## config.mk

```make
export PLATFORM = sky130hd
export DESIGN_NAME = cmos_capture
export DESIGN_NICKNAME = d
export VERILOG_FILES = /design/src/rtl/cmos_pkg.sv /design/src/rtl/dvp_byte_packer.sv /design/src/rtl/cmos_capture.sv
export SDC_FILE = /design/constraint.sdc
export NUM_CORES = 1
export LEC_CHECK = 0
export ABC_CLOCK_PERIOD_IN_PS = 8200
export CAP_MARGIN = 5
export CORE_MARGIN = 5
export CORE_UTILIZATION = 59
export DETAILED_ROUTE_END_ITERATION = 16
export GPL_TIMING_DRIVEN = 0
export PLACE_DENSITY = 0.93
export SLEW_MARGIN = 5
export SYNTH_ARGS = -nofsm -noshare
export SYNTH_HDL_FRONTEND = slang
export SYNTH_SLANG_ARGS = --single-unit
```

## constraint.sdc

```tcl
create_clock -name clk -period 8.2 [get_ports clk]
set_input_delay 2.46 -clock clk [delete_from_list [all_inputs] [get_ports clk]]
set_output_delay 2.46 -clock clk [all_outputs]
set_load 0.005 [all_outputs]
```

## src/rtl/cmos_pkg.sv

```systemverilog
// ---------------------------------------------------------------------------
// cmos_pkg
//
// Definitions shared by the DVP pixel-capture stage.
//   cap_state_t : capture FSM states
//                   WAIT_INIT - waiting for camera register init to finish
//                   SKIP      - discarding settling frames
//                   WAIT_VS   - armed, waiting for the next frame to begin
//                   ACTIVE    - capturing the current frame
//   COORD_W     : width of the pixel x/y coordinate buses
// ---------------------------------------------------------------------------
package cmos_pkg;

    localparam int COORD_W = 12;

    typedef enum logic [1:0] {
        WAIT_INIT = 2'd0,
        SKIP      = 2'd1,
        WAIT_VS   = 2'd2,
        ACTIVE    = 2'd3
    } cap_state_t;

endpackage

```

## src/rtl/dvp_byte_packer.sv

```systemverilog
// ---------------------------------------------------------------------------
// dvp_byte_packer
//
// Packs consecutive DVP bytes into 16-bit RGB565 pixels. The first byte of a
// pair becomes the high byte. A pixel is only emitted when the caller marks
// it as acceptable; rejected pixels still consume their byte pair.
//
// Ports:
//   clk        in   camera pixel clock
//   rst        in   asynchronous active-high reset
//   clear      in   forces the byte phase back to 0 (line end / not capturing)
//   byte_en    in   a valid DVP byte is present on data this cycle
//   accept     in   the pixel completed this cycle may be emitted
//   data       in   registered DVP byte
//   phase      out  0 = next byte is a high byte, 1 = next byte completes a pixel
//   pix_data   out  RGB565 pixel, first byte in [15:8]
//   pix_valid  out  one-cycle strobe per emitted pixel
// ---------------------------------------------------------------------------
module dvp_byte_packer (
    input  logic        clk,
    input  logic        rst,
    input  logic        clear,
    input  logic        byte_en,
    input  logic        accept,
    input  logic [7:0]  data,
    output logic        phase,
    output logic [15:0] pix_data,
    output logic        pix_valid
);

    logic [7:0] hi_byte;

    always_ff @(posedge clk or posedge rst) begin
        if (rst) begin
            phase     <= 1'b0;
            hi_byte   <= 8'h00;
            pix_data  <= 16'h0000;
            pix_valid <= 1'b0;
        end else begin
            // Strobe defaults low and is only raised on the completing byte.
            pix_valid <= 1'b0;
            if (clear) begin
                phase <= 1'b0;
            end else if (byte_en) begin
                phase <= ~phase;
                if (!phase) begin
                    hi_byte <= data;
                end else if (accept) begin
                    pix_data  <= {hi_byte, data};
                    pix_valid <= 1'b1;
                end
            end
        end
    end

endmodule

```

## src/rtl/cmos_capture.sv

```systemverilog
// ---------------------------------------------------------------------------
// cmos_capture
//
// DVP pixel-capture stage. After init_done it discards SKIP_FRAMES whole
// frames, then captures each frame from the camera's VSYNC/HREF/D[7:0] bus,
// packing byte pairs into RGB565 pixels tagged with x/y coordinates.
//
// Parameters:
//   H_ACTIVE     pixels per line
//   V_ACTIVE     lines per frame
//   SKIP_FRAMES  complete frames discarded after init_done rises (0 allowed)
//
// Ports:
//   clk          in   camera PCLK, all logic on rising edge
//   rst          in   asynchronous active-high reset
//   init_done    in   camera init finished (already synchronous to clk)
//   cam_vsync    in   vertical sync, high = blanking
//   cam_href     in   high during active line bytes
//   cam_data     in   DVP byte
//   pix_data     out  RGB565 pixel, first byte of pair in [15:8]
//   pix_valid    out  one-cycle strobe per pixel
//   pix_x        out  column of pix_data
//   pix_y        out  row of pix_data
//   frame_start  out  one-cycle pulse when a captured frame begins
//   frame_end    out  one-cycle pulse when a captured frame ends
//   line_err     out  sticky line-format error, cleared at frame_start
//   frame_cnt    out  captured frame count, wraps
//   capturing    out  high while in the ACTIVE state
// ---------------------------------------------------------------------------
module cmos_capture
    import cmos_pkg::*;
#(
    parameter int H_ACTIVE    = 640,
    parameter int V_ACTIVE    = 480,
    parameter int SKIP_FRAMES = 10
) (
    input  logic               clk,
    input  logic               rst,
    input  logic               init_done,
    input  logic               cam_vsync,
    input  logic               cam_href,
    input  logic [7:0]         cam_data,
    output logic [15:0]        pix_data,
    output logic               pix_valid,
    output logic [COORD_W-1:0] pix_x,
    output logic [COORD_W-1:0] pix_y,
    output logic               frame_start,
    output logic               frame_end,
    output logic               line_err,
    output logic [7:0]         frame_cnt,
    output logic               capturing
);

    localparam logic [COORD_W-1:0] H_LIM    = COORD_W'(H_ACTIVE);
    localparam logic [COORD_W-1:0] V_LIM    = COORD_W'(V_ACTIVE);
    localparam logic [15:0]        SKIP_LIM = 16'(SKIP_FRAMES);

    // -----------------------------------------------------------------------
    // Input registers and edge detection
    // -----------------------------------------------------------------------
    logic       vs_r, hr_r, vs_d, hr_d;
    logic [7:0] d_r;

    // NOTE: sequential state uses non-blocking assignments so every register
    // samples the pre-edge value of its source; blocking here would let vs_d
    // see the new vs_r and the edge detectors would never fire.
    always_ff @(posedge clk or posedge rst) begin
        if (rst) begin
            vs_r <= 1'b0;
            hr_r <= 1'b0;
            d_r  <= 8'h00;
            vs_d <= 1'b0;
            hr_d <= 1'b0;
        end else begin
            vs_r <= cam_vsync;
            hr_r <= cam_href;
            d_r  <= cam_data;
            vs_d <= vs_r;
            hr_d <= hr_r;
        end
    end

    logic vs_fall, vs_rise, hr_fall;

    assign vs_fall = vs_d & ~vs_r;
    assign vs_rise = ~vs_d & vs_r;
    assign hr_fall = hr_d & ~hr_r;

    // -----------------------------------------------------------------------
    // Capture qualifiers
    // -----------------------------------------------------------------------
    cap_state_t         state;
    logic               run;
    logic               byte_en;
    logic               line_end;
    logic               pix_try;
    logic               in_range;
    logic               frame_open;
    logic               phase;
    logic [COORD_W-1:0] x;
    logic [COORD_W-1:0] y;
    logic [15:0]        skip_cnt;
    logic               seen_fall;

    // Dropping init_done stops capture at the very edge it is seen.
    assign run = init_done && (state == ACTIVE);

    // HREF during VSYNC blanking is ignored. Inside ACTIVE the only cycle with
    // vs_r high is the vs_rise cycle, and a byte landing there still belongs
    // to the frame, so only a settled-high VSYNC (vs_r & vs_d) masks HREF.
    assign byte_en    = run && hr_r && !(vs_r && vs_d);
    assign line_end   = run && hr_fall;
    assign pix_try    = byte_en && phase;
    assign in_range   = (x < H_LIM) && (y < V_LIM);
    assign frame_open = init_done && (state == WAIT_VS) && vs_fall;

    // -----------------------------------------------------------------------
    // Byte packer
    // -----------------------------------------------------------------------
    dvp_byte_packer u_packer (
        .clk       (clk),
        .rst       (rst),
        .clear     (!run || line_end),
        .byte_en   (byte_en),
        .accept    (in_range),
        .data      (d_r),
        .phase     (phase),
        .pix_data  (pix_data),
        .pix_valid (pix_valid)
    );

    // -----------------------------------------------------------------------
    // Frame FSM with registered pulses and frame counter
    // -----------------------------------------------------------------------
    always_ff @(posedge clk or posedge rst) begin
        if (rst) begin
            state       <= WAIT_INIT;
            skip_cnt    <= 16'd0;
            seen_fall   <= 1'b0;
            frame_start <= 1'b0;
            frame_end   <= 1'b0;
            frame_cnt   <= 8'd0;
            capturing   <= 1'b0;
        end else begin
            frame_start <= 1'b0;
            frame_end   <= 1'b0;
            if (!init_done) begin
                // Abort from any state; an interrupted frame gets no frame_end.
                state     <= WAIT_INIT;
                skip_cnt  <= 16'd0;
                seen_fall <= 1'b0;
                capturing <= 1'b0;
            end else begin
                case (state)
                    WAIT_INIT: begin
                        skip_cnt  <= 16'd0;
                        seen_fall <= 1'b0;
                        state     <= (SKIP_FRAMES > 0) ? SKIP : WAIT_VS;
                    end
                    SKIP: begin
                        // A rise is counted only once a fall has been seen, so
                        // the partial frame in progress at init is not counted.
                        if (vs_fall) begin
                            seen_fall <= 1'b1;
                        end
                        if (vs_rise && seen_fall) begin
                            skip_cnt <= skip_cnt + 16'd1;
                            if (skip_cnt + 16'd1 == SKIP_LIM) begin
                                state <= WAIT_VS;
                            end
                        end
                    end
                    WAIT_VS: begin
                        if (vs_fall) begin
                            state       <= ACTIVE;
                            frame_start <= 1'b1;
                            capturing   <= 1'b1;
                        end
                    end
                    ACTIVE: begin
                        if (vs_rise) begin
                            state     <= WAIT_VS;
                            frame_end <= 1'b1;
                            capturing <= 1'b0;
                            frame_cnt <= frame_cnt + 8'd1;
                        end
                    end
                    default: begin
                        state     <= WAIT_INIT;
                        capturing <= 1'b0;
                    end
                endcase
            end
        end
    end

    // -----------------------------------------------------------------------
    // Coordinates and line error tracking
    // -----------------------------------------------------------------------
    always_ff @(posedge clk or posedge rst) begin
        if (rst) begin
            x        <= '0;
            y        <= '0;
            pix_x    <= '0;
            pix_y    <= '0;
            line_err <= 1'b0;
        end else if (frame_open) begin
            x        <= '0;
            y        <= '0;
            line_err <= 1'b0;
        end else if (line_end) begin
            // x saturates at H_LIM (overlong lines drop pixels), so x != 0
            // means the line produced at least one pixel.
            x <= '0;
            if (x != '0) begin
                y <= y + COORD_W'(1);
            end
            if (phase || (x != H_LIM)) begin
                line_err <= 1'b1;
            end
        end else if (pix_try) begin
            if (in_range) begin
                pix_x <= x;
                pix_y <= y;
                x     <= x + COORD_W'(1);
            end else begin
                line_err <= 1'b1;
            end
        end
    end

endmodule
```

==> run summary, run 1 <==
Power Dens Cells: 202.7 nW/µm²
post-synthesis sequential area ratio: 56.28%
multi-input logic area: 2076 µm²
clk_lat worst skew: 520 ps
GR Layer Usage met2: 42.03%
initial core utilization: 59.95%
HPWL after DPL: 8371 µm
first-pass GRT wire length: 22160 µm
Post-Syn Instances: 521
drt via density: 6.099
final setup vio count: 0
Async S/R FF share, synth: 100.0%
# rows: 34
critical-path maximum fanout: 4
Worst slew margin: 51.33%
Placer Congestion: 0.8855
Final period util: 48.04%
status: finished clean
syn nets: 540
Longest Clk Path Bufs: 2
syn_area_per_cell: 9.986 µm²
Post-DRT Antenna Nets: 0
number of synthesized flops with an enable pin: 0
Root Buffer: clkbuf_8
Synth Cell Area: 5202 µm²
total CTS buffers: 17
Worst path slowest cell: clkdlybuf4s50_1
Buf+Inv Stages, Crit Path: 1
via count: 4428
worst path arrival time: 1480 ps
largest area contributor in the netlist: dfrtp_1
number of hold buffers added after cts: 0
Die Ht: 103.9 µm
Req. time, crit path: 5740 ps
layout cells sized above 1: 11.33%
Max Cap Viol: 0
TritonCTS clock tree: yes
Fillers: 524
Horiz. Die Dim: 103.9 µm
vias in the first global route: 4506
Peak supply drop: 0.0001498 V
highest clock rate: 0.2538 GHz
register area: 2928 µm²
Top Ports: 66
Most Crowded Layer GR: met2
drt pass-1 iters: 5
synth warn: 0
DR DRC count: 0
met1 usage: 30.31%
Starting DRT DRC Count: 405
worst slew pin tran: 727.3 ps
Routed WL per cell: 18.12 µm
GR Util met3: 8.628%
Tmin final: 3940 ps
Max H-tree Level: 4
CTS sink count: 117
critical path class: reg -> out
Yosys reg bits: 117
grt total ovfl: 0
area delta synth->final: 26.79%
startpoint types: flip-flop
Synth cell types: 57
largest net degree at the start of global routing: 82
Hold Path Class: reg -> reg
Core ar.: 8678 µm²
setup repair bufs after CTS: 0
post-cts resize count: 0
Power Total: 1.337 mW
Critical Path, Cell by Cell: clkdlybuf4s50_1
Clock transition at path regs: 60 ps
Post-Route WL: 13150 µm
final hold vios: 0
GRT Total Usage: 25.29%
count of final max-slew check failures: 0
Largest delay share family, worst path: buffers and inverters
Yosys top cell area share: 56.28%
crit-path max cell delay: 540 ps
crit end category: primary output
nets: 624
RSZ-0062 raised after global routing: false
ys flop type: dfrtp_1
Total Die Area: 10800 µm²
worst clock skew: 6.809 ps
antenna violations before repair: 0
n_diodes: 0
setup TNS: 0 ps
port bufs: 64
largest cells by area after synthesis: dfrtp_1, nand2_1, o21ai_0, o31ai_1, xnor2_1
Leak: 3.063 nW
where the power goes:
| part | leakage (nW) | total (mW) | switching (mW) | internal [mW] |
|---|---|---|---|---|
| Combinational | 1.18 | 0.0242 | 0.0161 | 0.00812 |
| Clock | 0.286 | 0.728 | 0.288 | 0.440 |
| Sequential | 1.60 | 0.585 | 0.00376 | 0.581 |
| Total | 3.06 | 1.34 | 0.308 | 1.03 |
per-stage QoR:
step           instances  setup slack, ps  hold WS (ps)  utilization [%]  area, µm²
2_1_floorplan        521             2639         361.5                -       5202
6_report             726             4260         446.9            76.01       6596
3_5_place_dp         694             3979         417.4            69.26       6011
3_3_place_gp         693             1259         397.3            68.89       5978
4_1_cts              726             4244         434.1            76.01       6596
5_1_grt              726             4195         454.7            76.01       6596
final cells by class:
type	instances	area share, %
Tap cell	108	2.049
Clock inverter	15	2.599
Timing Repair Buffer	65	10.13
Sequential cell	117	44.39
Buffer	26	2.276
Inverter	13	0.8156
Clock buffer	17	6.278
Multi-Input combinational cell	365	31.47
kinds of logic after synthesis:
logic type	after synthesis	share of synthesized area [%]
compound gates	89	10.78
xor+xnor	19	3.199
fa+ha+maj	7	1.635
buf+inv	39	3.824
flops	117	56.28
mux	10	2.141
simple gates	240	22.15
path summary, 6_finish.rpt:
kind | from | end | slack [ps] | depth (start not counted)
min in group asynchronous | rst | frame_cnt[7] | 2290 | 2
worst min register to register | hr_r | hr_d | 450 | 0
max in group asynchronous | rst | y[11] | 5200 | 3
worst min-delay path | hr_r | hr_d | 450 | 0
worst max register to register | x[0] | y[4] | 5750 | 9
worst max-delay path | frame_cnt[5] | frame_cnt[5] | 4260 | 1
state kept, by name, indices dropped and copies added, names as in the netlist, 2 cells and up:
register and count:
pix_y 12, u_packer.pix_data 16, skip_cnt 16, frame_cnt 8, state 2, x 12
y 12, pix_x 12, u_packer.hi_byte 8, d_r 8
metal layers:
metal / up-vias / share of wire (%)
met1: 2139 / 38
met2: 255 / 51
met3: 50 / 7.4
li1: 1984 / -
met4: 0 / 3.3
met5: - / 0
cell usage after synthesis (2+ instances only):
cell and n:
clkbuf_1 13, inv_1 12, nor2_1 26, a32o_1 2, o21ai_0 31, nand2_1 126
o31ai_1 16, nor3b_1 2, ha_1 6, o21a_1 2, and3_2 2, mux2_2 9
a21oi_1 16, o41ai_1 2, and2_1 9, or4_1 6, nor3_1 7, buf_2 7
dfrtp_1 117, nand3b_1 2, and3_1 5, a311oi_1 2, or3_2 3, and4_1 5
buf_6 3, a31oi_1 8, nor4_1 5, xor2_1 6, xnor2_1 13, nand3_1 19
clkbuf_8 2, nand4_1 12
cells in the final DEF (no fill, tap or decap), types with 3 or more instances in the layout:
master / netlist / final
inv_6: 0 / 6
clkdlybuf4s50_1: 0 / 64
inv_1: 12 / 11
and4_1: 5 / 5
o31ai_1: 16 / 16
or3_2: 3 / 3
or4_1: 6 / 6
a31oi_1: 8 / 8
buf_2: 7 / 7
ha_1: 6 / 6
mux2_2: 9 / 9
nor3_1: 7 / 7
clkbuf_16: 0 / 16
a21oi_1: 16 / 16
nor4_1: 5 / 5
buf_6: 3 / 3
nand2_1: 126 / 126
xnor2_1: 13 / 13
o21ai_0: 31 / 31
and2_1: 9 / 9
xor2_1: 6 / 6
clkinv_4: 0 / 5
nand4_1: 12 / 12
nor2_1: 26 / 26
clkbuf_1: 13 / 13
nand3_1: 19 / 19
dfrtp_1: 117 / 117
clkbuf_8: 2 / 3
and3_1: 5 / 5
No activity file was read; power rests on OpenSTA's default activity.
==> inputs of run 2 (changes only) <==
--- a/config.mk
+++ b/config.mk
@@ -5,13 +5,13 @@
 export SDC_FILE = /design/constraint.sdc
 export NUM_CORES = 1
 export LEC_CHECK = 0
-export ABC_CLOCK_PERIOD_IN_PS = 8200
+export ABC_CLOCK_PERIOD_IN_PS = 3500
 export CAP_MARGIN = 5
 export CORE_MARGIN = 5
-export CORE_UTILIZATION = 59
+export CORE_UTILIZATION = 50
 export DETAILED_ROUTE_END_ITERATION = 16
 export GPL_TIMING_DRIVEN = 0
-export PLACE_DENSITY = 0.93
+export PLACE_DENSITY = 0.85
 export SLEW_MARGIN = 5
 export SYNTH_ARGS = -nofsm -noshare
 export SYNTH_HDL_FRONTEND = slang
==> constraint.sdc (replaced) <==
create_clock -name clk -period 3.5 [get_ports clk]
set_input_delay 1.05 -clock clk [delete_from_list [all_inputs] [get_ports clk]]
set_output_delay 1.05 -clock clk [all_outputs]
set_load 0.005 [all_outputs]
==> run 2 against run 1 <==
Count of clock-buffer cells in the layout up 1. Setup slack got worse by 3300 ps. Final cell count grew 4.1%. Routed wire length fell by 9.8%. Critical path type unchanged. Design area rose by 1.6%. Via count decreased by 5.2%. Critical endpoint is now frame_cnt[2]. Total power rose by 140%. Core utilization is 10 points lower. Critical path depth unchanged. Worst hold slack got worse by 42 ps. Sequential power is 130% higher.
==> run summary, run 2 (synthesized netlist as in run 1, its figures left out) <==
Core ar.: 10230 µm²
Die Ht: 112.0 µm
Starting DRT DRC Count: 268
Placer Congestion: 0.9067
Top Ports: 66
setup TNS: 0 ps
final setup vio count: 0
drt pass-1 iters: 5
highest clock rate: 0.3996 GHz
commonest non-fill, non-tap cell in the layout: nand2_1
Req. time, crit path: 2450 ps
Worst path slowest cell: clkdlybuf4s50_1
Total Die Area: 12550 µm²
commonest cells after routing, fill and taps aside: nand2_1, dfrtp_1, clkdlybuf4s50_1
port bufs: 64
Leak: 3.094 nW
HPWL after DPL: 7783 µm
drt via density: 5.550
Horiz. Die Dim: 112.0 µm
Post-DRT Antenna Nets: 0
setup repair bufs after CTS: 0
GRT Total Usage: 19.66%
Routed WL per cell: 15.70 µm
Max Cap Viol: 0
Power Dens Cells: 484.8 nW/µm²
status: finished clean
crit-path max cell delay: 530 ps
TritonCTS clock tree: yes
Critical Path, Cell by Cell: clkdlybuf4s50_1
count of final max-slew check failures: 0
n_diodes: 0
placed cell areas: 6077 µm²
Post-Place Setup Slack: 675.9 ps
CTS sink count: 117
Post-Route WL: 11870 µm
Peak supply drop: 0.0003335 V
post-cts resize count: 0
Worst slew margin: 46.48%
number of hold buffers added after cts: 0
vias in the first global route: 4198
initial core utilization: 50.85%
critical-path maximum fanout: 4
Tmin final: 2502 ps
nets: 626
Largest delay share family, worst path: buffers and inverters
worst clock skew: 9.619 ps
RSZ-0062 raised after global routing: false
layout cells sized above 1: 11.61%
Clock transition at path regs: 60 ps
via count: 4196
clk_lat worst skew: 520 ps
Root Buffer: clkbuf_8
Buf+Inv Stages, Crit Path: 1
total CTS buffers: 17
final hold vios: 0
startpoint types: flip-flop
Final period util: 71.50%
Hold Path Class: reg -> reg
GR Layer Usage met2: 33.33%
grt total ovfl: 0
largest net degree at the start of global routing: 40
Longest Clk Path Bufs: 2
antenna violations before repair: 0
crit end category: primary output
first-pass GRT wire length: 20090 µm
r2r setup slk: 1200 ps
GR Util met3: 6.467%
critical path class: reg -> out
met1 usage: 24.01%
# rows: 37
Power Total: 3.250 mW
area delta synth->final: 28.86%
worst slew pin tran: 799.9 ps
post-route design area: 6704 µm²
setup ws final: 997.5 ps
worst path arrival time: 1450 ps
DR DRC count: 0
Max H-tree Level: 4
Most Crowded Layer GR: met2
top flop regs: skip_cnt (16), u_packer.pix_data (16)
run 2: cell types whose count changed in the layout (fill, tap and decap cells not counted):
cell and change:
clkbuf_8 +1, inv_8 -1, bufinv_16 +2, buf_12 +3
clkinvlp_4 +1, clkinv_4 -1, buf_16 -1, clkinv_2 +1
inv_6 -3
run 2: through the flow:
stage               hold WS (ps)  util, %  cells
finish                     404.8    65.53    756
global route               427.7    65.53    756
CTS                        406.7    65.53    756
detailed placement         387.3    59.40    724
global placement           385.7    58.81    721
floorplan                  361.5        -    521
run 2: worst paths after layout:
kind | start | endpoint | depth (start not counted)
setup / recovery | frame_cnt[2] | frame_cnt[2] | 1
max in group asynchronous | rst | hr_d | 4
hold / removal | hr_r | hr_d | 0
hold reg to reg | hr_r | hr_d | 0
setup reg to reg | x[0] | y[10] | 9
min in group asynchronous | rst | pix_y[9] | 2
run 2: cell type report:
class | count | area, µm²
Sequential cell | 117 | 2928
Multi-Input combinational cell | 365 | 2076
Tap cell | 136 | 170.2
Inverter | 13 | 52.55
Buffer | 26 | 150.1
Fill cell | 733 | 3527
Timing Repair Buffer | 67 | 700.7
Clock buffer | 18 | 427.9
Clock inverter | 14 | 198.9
run 2: report_power, final:
group / internal, mW / switching [mW] / total (mW)
registers: 1.36 / 0.00773 / 1.37
clock network: 1.18 / 0.639 / 1.82
logic: 0.0225 / 0.0372 / 0.0597
total: 2.57 / 0.684 / 3.25
run 2: worst register-to-register path, delay by kind of cell, from the launching register on:
| family | cells | cell delay (ps) |
|---|---|---|
| AND/OR/NAND/NOR | 2 | 670 |
| adder cells (fa/ha/maj) | 1 | 160 |
| flip-flops | 1 | 430 |
| AO/OA/AOI/OAI | 3 | 530 |
| buffers and inverters | 3 | 430 |
run 2: metal layers:
metal / part of all wire, % / wire length, µm
met5: 0 / 0
met4: 1.5 / 174
met3: 6.3 / 753
met2: 50 / 5931
met1: 42 / 5009
